<file path="src/rtl/lsu_core.sv">
// Load/store unit: one word-aligned bus transaction per op, lane steering for stores, extension for loads.
// Optional LSU_MISALIGN_TRAP_EN: misaligned half/word accesses fault instead of being aligned down.
module lsu_core #(
  parameter int ADDR_W = 32,
  parameter int DATA_W = 32
) (
  input  logic              clk,
  input  logic              rst,
  input  logic              req_valid,
  output logic              req_ready,
  input  logic [ADDR_W-1:0] req_addr,
  input  logic [DATA_W-1:0] req_wdata,
  input  logic [3:0]        req_op,
  input  logic [4:0]        req_rd,
  output logic              mem_req_valid,
  input  logic              mem_req_ready,
  output logic [ADDR_W-1:0] mem_addr,
  output logic              mem_wen,
  output logic [DATA_W-1:0] mem_wdata,
  output logic [3:0]        mem_wstrb,
  input  logic              mem_rsp_valid,
  input  logic [DATA_W-1:0] mem_rdata,
  output logic              wb_valid,
  output logic              wb_we,
  output logic [4:0]        wb_rd,
  output logic [DATA_W-1:0] wb_data,
  output logic              err
);

  typedef enum logic [1:0] {IDLE, REQ, RESP, DONE} state_t;

  localparam logic [1:0] SZ_BYTE = 2'b00;
  localparam logic [1:0] SZ_HALF = 2'b01;
  localparam logic [1:0] SZ_WORD = 2'b10;
  localparam logic [1:0] SZ_RSVD = 2'b11;

  state_t            state_reg, state_next;
  logic [ADDR_W-1:0] addr_reg;
  logic [DATA_W-1:0] wdata_reg;
  logic [DATA_W-1:0] rdata_reg;
  logic [3:0]        op_reg;
  logic [4:0]        rd_reg;
  logic              err_reg;

  logic              fault_in;
  logic [1:0]        size_reg;
  logic              store_reg;
  logic              unsigned_reg;
  logic [1:0]        lane_off;
  logic [3:0][7:0]   lane_wdata;
  logic [3:0]        lane_strb;
  logic [DATA_W-1:0] rdata_shifted;
  logic [DATA_W-1:0] load_ext;

`ifdef LSU_MISALIGN_TRAP_EN
  logic misalign_in;
  assign misalign_in = ((req_op[1:0] == SZ_HALF) && req_addr[0]) ||
                       ((req_op[1:0] == SZ_WORD) && (req_addr[1:0] != 2'b00));
  assign fault_in    = (req_op[1:0] == SZ_RSVD) || misalign_in;
`else
  assign fault_in    = (req_op[1:0] == SZ_RSVD);
`endif

  assign size_reg     = op_reg[1:0];
  assign unsigned_reg = op_reg[2];
  assign store_reg    = op_reg[3];

  // Misaligned halves/words are aligned down for lane selection.
  always_comb begin
    case (size_reg)
      SZ_BYTE: lane_off = addr_reg[1:0];
      SZ_HALF: lane_off = {addr_reg[1], 1'b0};
      default: lane_off = 2'b00;
    endcase
  end

  for (genvar gi = 0; gi < 4; gi++) begin : g_lane
    assign lane_wdata[gi] = (size_reg == SZ_BYTE) ? wdata_reg[7:0] :
                            (size_reg == SZ_HALF) ? wdata_reg[8*(gi%2) +: 8] :
                                                    wdata_reg[8*gi +: 8];
    assign lane_strb[gi]  = ((size_reg == SZ_BYTE) && (lane_off == 2'(gi))) ||
                            ((size_reg == SZ_HALF) && (lane_off[1] == 1'(gi/2))) ||
                            (size_reg == SZ_WORD);
  end

  assign rdata_shifted = rdata_reg >> {lane_off, 3'b000};

  always_comb begin
    case (size_reg)
      SZ_BYTE: load_ext = {{24{~unsigned_reg & rdata_shifted[7]}}, rdata_shifted[7:0]};
      SZ_HALF: load_ext = {{16{~unsigned_reg & rdata_shifted[15]}}, rdata_shifted[15:0]};
      default: load_ext = rdata_reg;
    endcase
  end

  always_ff @(posedge clk) begin
    if (rst) begin
      state_reg <= IDLE;
      addr_reg  <= '0;
      wdata_reg <= '0;
      rdata_reg <= '0;
      op_reg    <= '0;
      rd_reg    <= '0;
      err_reg   <= 1'b0;
    end else begin
      state_reg <= state_next;
      if (state_reg == IDLE && req_valid) begin
        addr_reg  <= req_addr;
        wdata_reg <= req_wdata;
        op_reg    <= req_op;
        rd_reg    <= req_rd;
        err_reg   <= fault_in;
      end
      if (state_reg == RESP && mem_rsp_valid) begin
        rdata_reg <= mem_rdata;
      end
    end
  end

  always_comb begin
    state_next    = state_reg;
    req_ready     = 1'b0;
    mem_req_valid = 1'b0;
    wb_valid      = 1'b0;
    case (state_reg)
      IDLE: begin
        req_ready = 1'b1;
        if (req_valid) state_next = fault_in ? DONE : REQ;
      end
      REQ: begin
        mem_req_valid = 1'b1;
        if (mem_req_ready) state_next = RESP;
      end
      RESP: begin
        if (mem_rsp_valid) state_next = DONE;
      end
      DONE: begin
        wb_valid   = 1'b1;
        state_next = IDLE;
      end
      default: state_next = IDLE;
    endcase
  end

  // Bus fields are only driven while a request is presented.
  assign mem_addr  = (state_reg == REQ) ? {addr_reg[ADDR_W-1:2], 2'b00} : '0;
  assign mem_wen   = (state_reg == REQ) && store_reg;
  assign mem_wdata = ((state_reg == REQ) && store_reg) ? lane_wdata : '0;
  assign mem_wstrb = ((state_reg == REQ) && store_reg) ? lane_strb : 4'b0000;

  assign wb_we   = (state_reg == DONE) && !err_reg && !store_reg;
  assign wb_rd   = (state_reg == DONE) ? rd_reg : 5'd0;
  assign wb_data = wb_we ? load_ext : '0;
  assign err     = (state_reg == DONE) && err_reg;

endmodule

</file>
<file path="config.mk">
export PLATFORM = sky130hd
export DESIGN_NAME = lsu_core
export DESIGN_NICKNAME = d
export VERILOG_FILES = /design/src/rtl/lsu_core.sv
export SDC_FILE = /design/constraint.sdc
export NUM_CORES = 1
export LEC_CHECK = 0
export CAP_MARGIN = 20
export CORE_UTILIZATION = 40
export DETAILED_ROUTE_END_ITERATION = 8
export DONT_BUFFER_PORTS = 1
export GPL_TIMING_DRIVEN = 0
export PLACE_DENSITY_LB_ADDON = 0.2
export SETUP_SLACK_MARGIN = 0.5
export SLEW_MARGIN = 10
export SYNTH_ARGS = -nofsm -noshare
export SYNTH_HDL_FRONTEND = slang
export SYNTH_SLANG_ARGS = --single-unit
</file>
<file path="constraint.sdc">
create_clock -name clk -period 2.8 [get_ports clk]
set_clock_uncertainty 0.1 [all_clocks]
set_input_delay 0.56 -clock clk [delete_from_list [all_inputs] [get_ports clk]]
set_output_delay 0.56 -clock clk [all_outputs]
set_load 0.02 [all_outputs]
</file>
Yosys cells after proc, flatten, opt, wreduce, memory -nomap -nowiden
Cells that the tools add are included. Widths: inputs -> output; s select.

Register bits: 108. Bits of input ports: 110. Output and inout bits: 111. Logic and storage cells: 70.

Equal/unequal tests: 12. Shift operators: 1. Mux-type cells: 20. Bitwise gates (word level): 4. Reduce and logical (&&, ||, !) cells: 26.

Operators by type and width (count): $mux 32 (3); $pmux 32 s2 (1); $mux 8 (5); $shr 32x5->16 (1); $eq 2x2->1 const B (6); $logic_and 1x1->1 (12); $logic_or 1x1->1 (8); $mux 2 (4); $pmux 2 s4 (1); $eq 2x1->1 const B (3); $logic_not 2->1 (3); $ne 2x2->1 const B (3); $mux 5 (1); $mux 4 (1); $pmux 2 s2 (1); $mux 1 (3); $reduce_and 3->1 (1); $and 1x1->1 (2); $logic_not 1->1 (2); $not 1->1 (2).

Longest topological paths before layout
Gate-level depths: netlist of the first run.

Depth in word-level cells: 7. Mapped depth: 8. Mapped depth without buffers: 6.

Worst setup path before layout of the first run
No wires, ideal clock.

Path kind: reg-to-output. Start point: reg state_reg[0]. End point: out wb_data[10]. Data arrival time: 2.097 ns. Data required time: 2.140 ns. Path slack: 0.043 ns. Cell stages (with the launch flop): 9. Path buffers: 2. Path through: dfxtp_1 -> ha_1 -> or3b_1 -> buf_2 -> inv_2 -> buf_4 -> o21ai_1 -> or2_0 -> o22ai_1.

Word-level cells in the longest chain between the ends: 4.

RTL lines: start, declared (line 37) `state_t state_reg, state_next;`; start signal, assigned (line 106) `state_reg <= state_next;`; $eq 2x2->1 (line 151) `assign wb_we = (state_reg == DONE) && !err_reg && !store_reg;`; $logic_and 1x1->1 (2 in series) (line 151); net wb_we (line 24) `output logic wb_we,`; $mux 32 (line 153) `assign wb_data = wb_we ? load_ext : '0;`; end, declared (line 26) `output logic [DATA_W-1:0] wb_data,`.

The timed path passes the listed nets, and every way through them passes these cells.

Final worst setup path of the first run
Start point: reg state_reg[1]. End point: out wb_data[13].

Same word-level chain as after synthesis.

==> results of run 1 <==
## cell type report
class	instances	share of cell area (%)
repair buffers	25	3.98
clock inverters	7	1.39
flip-flops and latches	108	30.1
inverters	10	0.747
plain buffers	66	5.44
well taps	176	3.06
clock buffers	9	3.13
multi-input cells	593	52.1
## metrics by stage
| step | hold slack [ns] | total power [W] | instance area [sq um] |
|---|---|---|---|
| floorplan | 0.332 | 0.00318 | 5710 |
| global placement | 0.337 | 0.00361 | 5930 |
| detailed placement | 0.343 | 0.00366 | 5930 |
| CTS | 0.222 | 0.00522 | 6780 |
| global route | 0.229 | 0.00571 | 7200 |
| finish | 0.231 | 0.00541 | 7200 |
## power breakdown
part / internal (W) / switching (W)
registers: 0.00179 / 0.000224
logic: 0.000654 / 0.00135
clock network: 0.000791 / 0.000604
## critical path, delay by kind of cell, from the launching register on
| kind | cells | cell delay, ns |
|---|---|---|
| buffers and inverters | 3 | 0.38 |
| AND/OR/NAND/NOR | 2 | 0.71 |
| AO/OA/AOI/OAI | 2 | 0.30 |
| adder cells (fa/ha/maj) | 1 | 0.23 |
| flip-flops | 1 | 0.38 |
## path summary, 6_finish.rpt
| check | endpoint | start |
|---|---|---|
| hold / removal | addr_reg[15] | req_addr[15] |
| setup reg to reg | op_reg[0] | state_reg[0] |
| setup / recovery | wb_data[13] | state_reg[1] |
| hold reg to reg | rd_reg[1] | rd_reg[1] |
## layout by cell type, fill, tap and decap left out, drive strengths merged, types with 9 or more instances in the layout
cell / count
buf: 46
clkbuf: 53
mux2i: 19
nor2: 35
and2: 38
o21ai: 21
inv: 9
nand2: 242
a21oi: 130
and3: 10
nand3: 29
dfxtp: 108
## logic make-up (layout without fill, tap and decap cells)
group | after synthesis | in the layout | share of synthesized area [%]
AOI/OAI and AO/OA | 191 | 191 | 19.6
adders and majority gates | 4 | 4 | 0.907
buffers and inverters | 76 | 117 | 5.81
DFF | 108 | 108 | 39.2
muxes | 21 | 21 | 3.86
other | 1 | 2 | 0.0680
and+or+nand+nor | 375 | 375 | 30.6
## repair_timing
item,CTS,global route
resized for setup,88,113
pin swaps,15,19
endpoints found under the setup margin,160,161
setup buffers,13,9
gates cloned,3,0
## routing by layer
metal	vias up	part of all wire, %	wire [microns]	GRT usage, %
met5	-	0	0	0
met4	0	3.0	595	12.0
met3	48	8.3	1630	6.75
met2	260	48	9430	45.0
met1	2722	41	7940	32.8
li1	2681	-	-	-
==> impl_metrics.py, run 1 <==
metrics = {
    "die": {
        "start_util_pct": 41.3,
        "core_sq_um": 13300,
        "fp.dieW_microns": 119,
        "pin_count": 221,
        "rows": 42,
        "die_h_microns": 119,
        "design.die.area_sq_um": 14300,
    },
    "cts": {
        "clkSinkCount": 108,
        "cts_max_level": 3,
        "clk_path_buf_depth": 2,
        "cts_tree": "done",
        "clock-root-buffer": "clkbuf_16",
        "cts.hold.buffers_added": 0,
        "clock_latency_ns": 0.35,
        "clk_pin_slew_worst_paths_ns": 0.07,
        "numCtsBuffers": 9,
    },
    "finish": {
        "multi_input_comb_area_sq_um": 3750,
        "fin_cells": 994,
        "n_antenna_cell": 0,
        "drive_gt1_share_pct": 20.5,
        "fillers": 1256,
        "nets": 927,
        "seqCellArea_sq_um": 2170,
        "post-route-util_pct": 54.0,
        "syn2layout_area_growth_pct": 30.6,
    },
    "synthesis": {
        "synth.most_common_cell": "nand2_1",
        "synth_common_cells": "nand2_1, a21oi_1, dfxtp_1",
        "syn_area_per_cell_sq_um": 7.11,
        "synthCells": 776,
        "syn_area_sq_um": 5520,
        "synth-seq-cells": 108,
        "synth_area_leaders": "dfxtp_1, nand2_1, a21oi_1, and2_1, mux2i_1",
        "yosys.area.top_type": "dfxtp_1",
        "synth_top_cell_area_share_pct": 39.2,
        "ys_types": 46,
        "synth-edff-count": 0,
        "ys_seq_area_share_pct": 39.2,
        "ys_warn_count": 0,
        "synth_top_flop_cell": "dfxtp_1",
        "postSynth.asyncResetShare_pct": 0,
    },
    "power": {
        "p_leak_nw": 2.57,
        "peakVddDrop_v": 0.000465,
        "p_per_area_nw_per_um2": 752,
    },
    "critical_path": {
        "reg2reg_slack_ns": 0.70,
        "endpoint_kind": "output pin",
        "arrival_ns": 2.34,
        "critical_path_class": "register to output pin",
        "critPathMaxStageDelay_ns": 0.43,
        "required_ns": 2.14,
        "worstPathCellList": "ha_4 -> or3b_4 -> buf_8 -> clkinv_8 -> buf_12 -> o21ai_4 -> or2_1 -> o22ai_4",
        "critPathSlowestCell": "or3b_4",
        "worst-path-max-fanout": 8,
        "worstSetupStartpointType": "register",
        "r2r_cells": 7,
    },
    "placed_design": {
        "hpwlAfterDp_microns": 14100,
        "place_ws_ns": -0.115,
        "portBuffers": 0,
        "globalplace.congestion": 0.895,
        "placed_cells": 953,
    },
    "grt": {
        "grt_pass1_vias": 5556,
        "grt_usage_pct": 27.0,
        "grt_max_degree": 19,
        "overflow": 0,
        "grt_pass1_wl_microns": 29900,
        "antenna_found_initial": 0,
    },
    "routing": {
        "drtIter0Drc": 470,
        "wirelength_microns": 19600,
        "ant_nets": 0,
        "drt_pass1_iterations": 7,
        "wire_per_inst_microns": 19.7,
        "dr_total_vias": 5711,
        "via_per_inst": 5.75,
        "drc_errors": 0,
    },
    "sta": {
        "post-route-min-period_ns": 3.00,
        "timing.final.crit_share_pct": 107,
        "hold_viol": 0,
        "fmax_ghz": 0.333,
        "setup-violations-final": 25,
        "tightest_slew_ns": 0.651,
        "rsz0062_at_grt": "yes",
        "final_max_slew_viol_count": 0,
        "setup_tns_ns": -3.33,
        "finalWorstSetupSlack_ns": -0.204,
        "slew_headroom_pct": 56.4,
    },
    "worst_hold_path": {
        "holdPathStages": 2,
        "hold_path_class": "primary input to register",
    },
    "outcome": {
        "status": "complete, but fails checks",
        "violations": "setup timing",
    },
    "flow_run": {
        "maxCapViolCount": 0,
    },
}
Note: power is estimated with default switching activity, not from simulation.
==> inputs of run 2 (changes only) <==
--- a/config.mk
+++ b/config.mk
@@ -5,8 +5,10 @@
 export SDC_FILE = /design/constraint.sdc
 export NUM_CORES = 1
 export LEC_CHECK = 0
+export ABC_CLOCK_PERIOD_IN_PS = 2800
 export CAP_MARGIN = 20
-export CORE_UTILIZATION = 40
+export CORE_UTILIZATION = 35
+export CTS_BUF_LIST = sky130_fd_sc_hd__clkbuf_8
 export DETAILED_ROUTE_END_ITERATION = 8
 export DONT_BUFFER_PORTS = 1
 export GPL_TIMING_DRIVEN = 0
==> impl_metrics.py, run 2 (same netlist as run 1, synthesis figures left out) <==
metrics = {
    "outcome": {
        "status": "complete, but fails checks",
        "violations": "setup timing",
    },
    "cts": {
        "clock_latency_ns": 0.40,
        "cts.hold.buffers_added": 0,
        "clk_path_buf_depth": 2,
        "clk_pin_slew_worst_paths_ns": 0.12,
        "cts_max_level": 3,
        "numCtsBuffers": 9,
        "cts_tree": "done",
        "clock-root-buffer": "clkbuf_8",
        "clkSinkCount": 108,
    },
    "finish": {
        "n_antenna_cell": 0,
        "layout_common_cells": "nand2_1, a21oi_1, dfxtp_1",
        "nets": 946,
        "drive_gt1_share_pct": 29.2,
        "syn2layout_area_growth_pct": 41.6,
        "layout_commonest_cell": "nand2_1",
        "fillers": 1531,
    },
    "placed_design": {
        "portBuffers": 0,
        "globalplace.congestion": 0.849,
        "hpwlAfterDp_microns": 13900,
    },
    "routing": {
        "dr_total_vias": 5599,
        "via_per_inst": 5.34,
        "drc_errors": 0,
        "wire_per_inst_microns": 19.0,
        "ant_nets": 0,
        "drtIter0Drc": 297,
        "drt_pass1_iterations": 6,
        "wirelength_microns": 19900,
    },
    "critical_path": {
        "worstSetupStartpointType": "register",
        "endpoint_kind": "output pin",
        "arrival_ns": 2.36,
        "worst-path-max-fanout": 8,
        "reg2reg_slack_ns": 0.66,
        "critical_path_class": "register to output pin",
        "critical_path_buf_inv_count": 4,
        "critPathMaxStageDelay_ns": 0.42,
        "required_ns": 2.14,
        "critPathSlowestCell": "or3b_4",
        "worstPathCellList": "ha_4 -> or3b_4 -> buf_8 -> inv_8 -> buf_12 -> buf_16 -> o21ai_4 -> or2_1 -> o22ai_4",
        "cp_top_family": "simple AND/OR/NAND/NOR gates",
    },
    "grt": {
        "antenna_found_initial": 0,
        "grt_max_degree": 20,
        "grt_usage_pct": 23.8,
        "overflow": 0,
        "grt_pass1_vias": 5275,
        "grt_pass1_wl_microns": 29500,
    },
    "die": {
        "start_util_pct": 36.0,
        "rows": 45,
        "fp.dieW_microns": 128,
        "core_sq_um": 15300,
        "die_h_microns": 128,
        "pin_count": 221,
        "design.die.area_sq_um": 16300,
    },
    "sta": {
        "fmax_ghz": 0.331,
        "whs_ns": 0.177,
        "slew_headroom_pct": 62.2,
        "rsz0062_at_grt": "yes",
        "timing.final.crit_share_pct": 108,
        "post-route-min-period_ns": 3.02,
        "final_max_slew_viol_count": 0,
        "setup-violations-final": 23,
        "finalWorstSetupSlack_ns": -0.218,
        "tightest_slew_ns": 0.566,
        "hold_viol": 0,
    },
    "power": {
        "p_comb_share_pct": 43.9,
        "p_clk_share_pct": 20.2,
        "p_int_w": 0.00327,
        "seqPwrFrac_pct": 35.9,
        "peakVddDrop_v": 0.000404,
        "power_switching_w": 0.00232,
        "p_leak_nw": 2.75,
        "finalPower_w": 0.00558,
        "p_sw_share_pct": 41.5,
        "p_per_area_nw_per_um2": 715,
    },
    "flow_run": {
        "maxCapViolCount": 0,
    },
    "worst_hold_path": {
        "hold_path_class": "primary input to register",
    },
}
run 2: metrics by stage:
stage                     TNS [ns]  instances  cell area (sq um)  worst slack (ns)  utilization [%]
after detailed placement    -0.127        988               5970            -0.127             39.0
after CTS                    -4.55       1034               7490            -0.242             48.9
after floorplan                  0        777               5710             0.347                -
after global routing         -5.83       1048               7810            -0.304             51.0
after global placement      -0.130        988               5970            -0.130             39.0
final                        -4.02       1048               7810            -0.218             51.0
run 2: final timing paths:
kind         depth (start not counted)             to    startpoint
min                                  2   addr_reg[21]  req_addr[21]
max reg2reg                          9  rdata_reg[15]  state_reg[0]
min reg2reg                          2    addr_reg[7]   addr_reg[7]
max                                  9    wb_data[10]  state_reg[0]
run 2: timing repair:
| item | 4_1_cts | 5_1_grt |
|---|---|---|
| gates resized for setup | 284 | 59 |
| buffers inserted | 25 | 12 |
| pin swaps | 53 | 24 |
| endpoints found under the setup margin | 161 | 182 |
| cloned | 5 | 2 |
run 2: final cells by class:
type / count / area [sq um] / area share, %
Buffer: 66 / 517 / 6.62
Tap cell: 211 / 264 / 3.38
Sequential cell: 108 / 2170 / 27.8
Multi-Input combinational cell: 593 / 3990 / 51.1
Clock buffer: 9 / 124 / 1.59
Clock inverter: 7 / 109 / 1.39
Timing Repair Buffer: 44 / 574 / 7.35
Inverter: 10 / 60.1 / 0.769
run 2: power groups by stage:
stage	combinational [W]	sequential, W	clock (W)
floorplan	0.00124	0.00194	0
global placement	0.00164	0.00201	0
detailed placement	0.00165	0.00201	0
CTS	0.00227	0.00199	0.00116
global route	0.00266	0.00203	0.00121
finish	0.00245	0.00200	0.00113
run 2: layer usage:
metal | GRT usage, % | up-vias | share of wire, %
met4 | 9.31 | 0 | 2.2
met2 | 37.2 | 246 | 46
met1 | 31.3 | 2610 | 44
li1 | - | 2714 | -
met3 | 6.28 | 29 | 8.4
met5 | 0 | - | 0
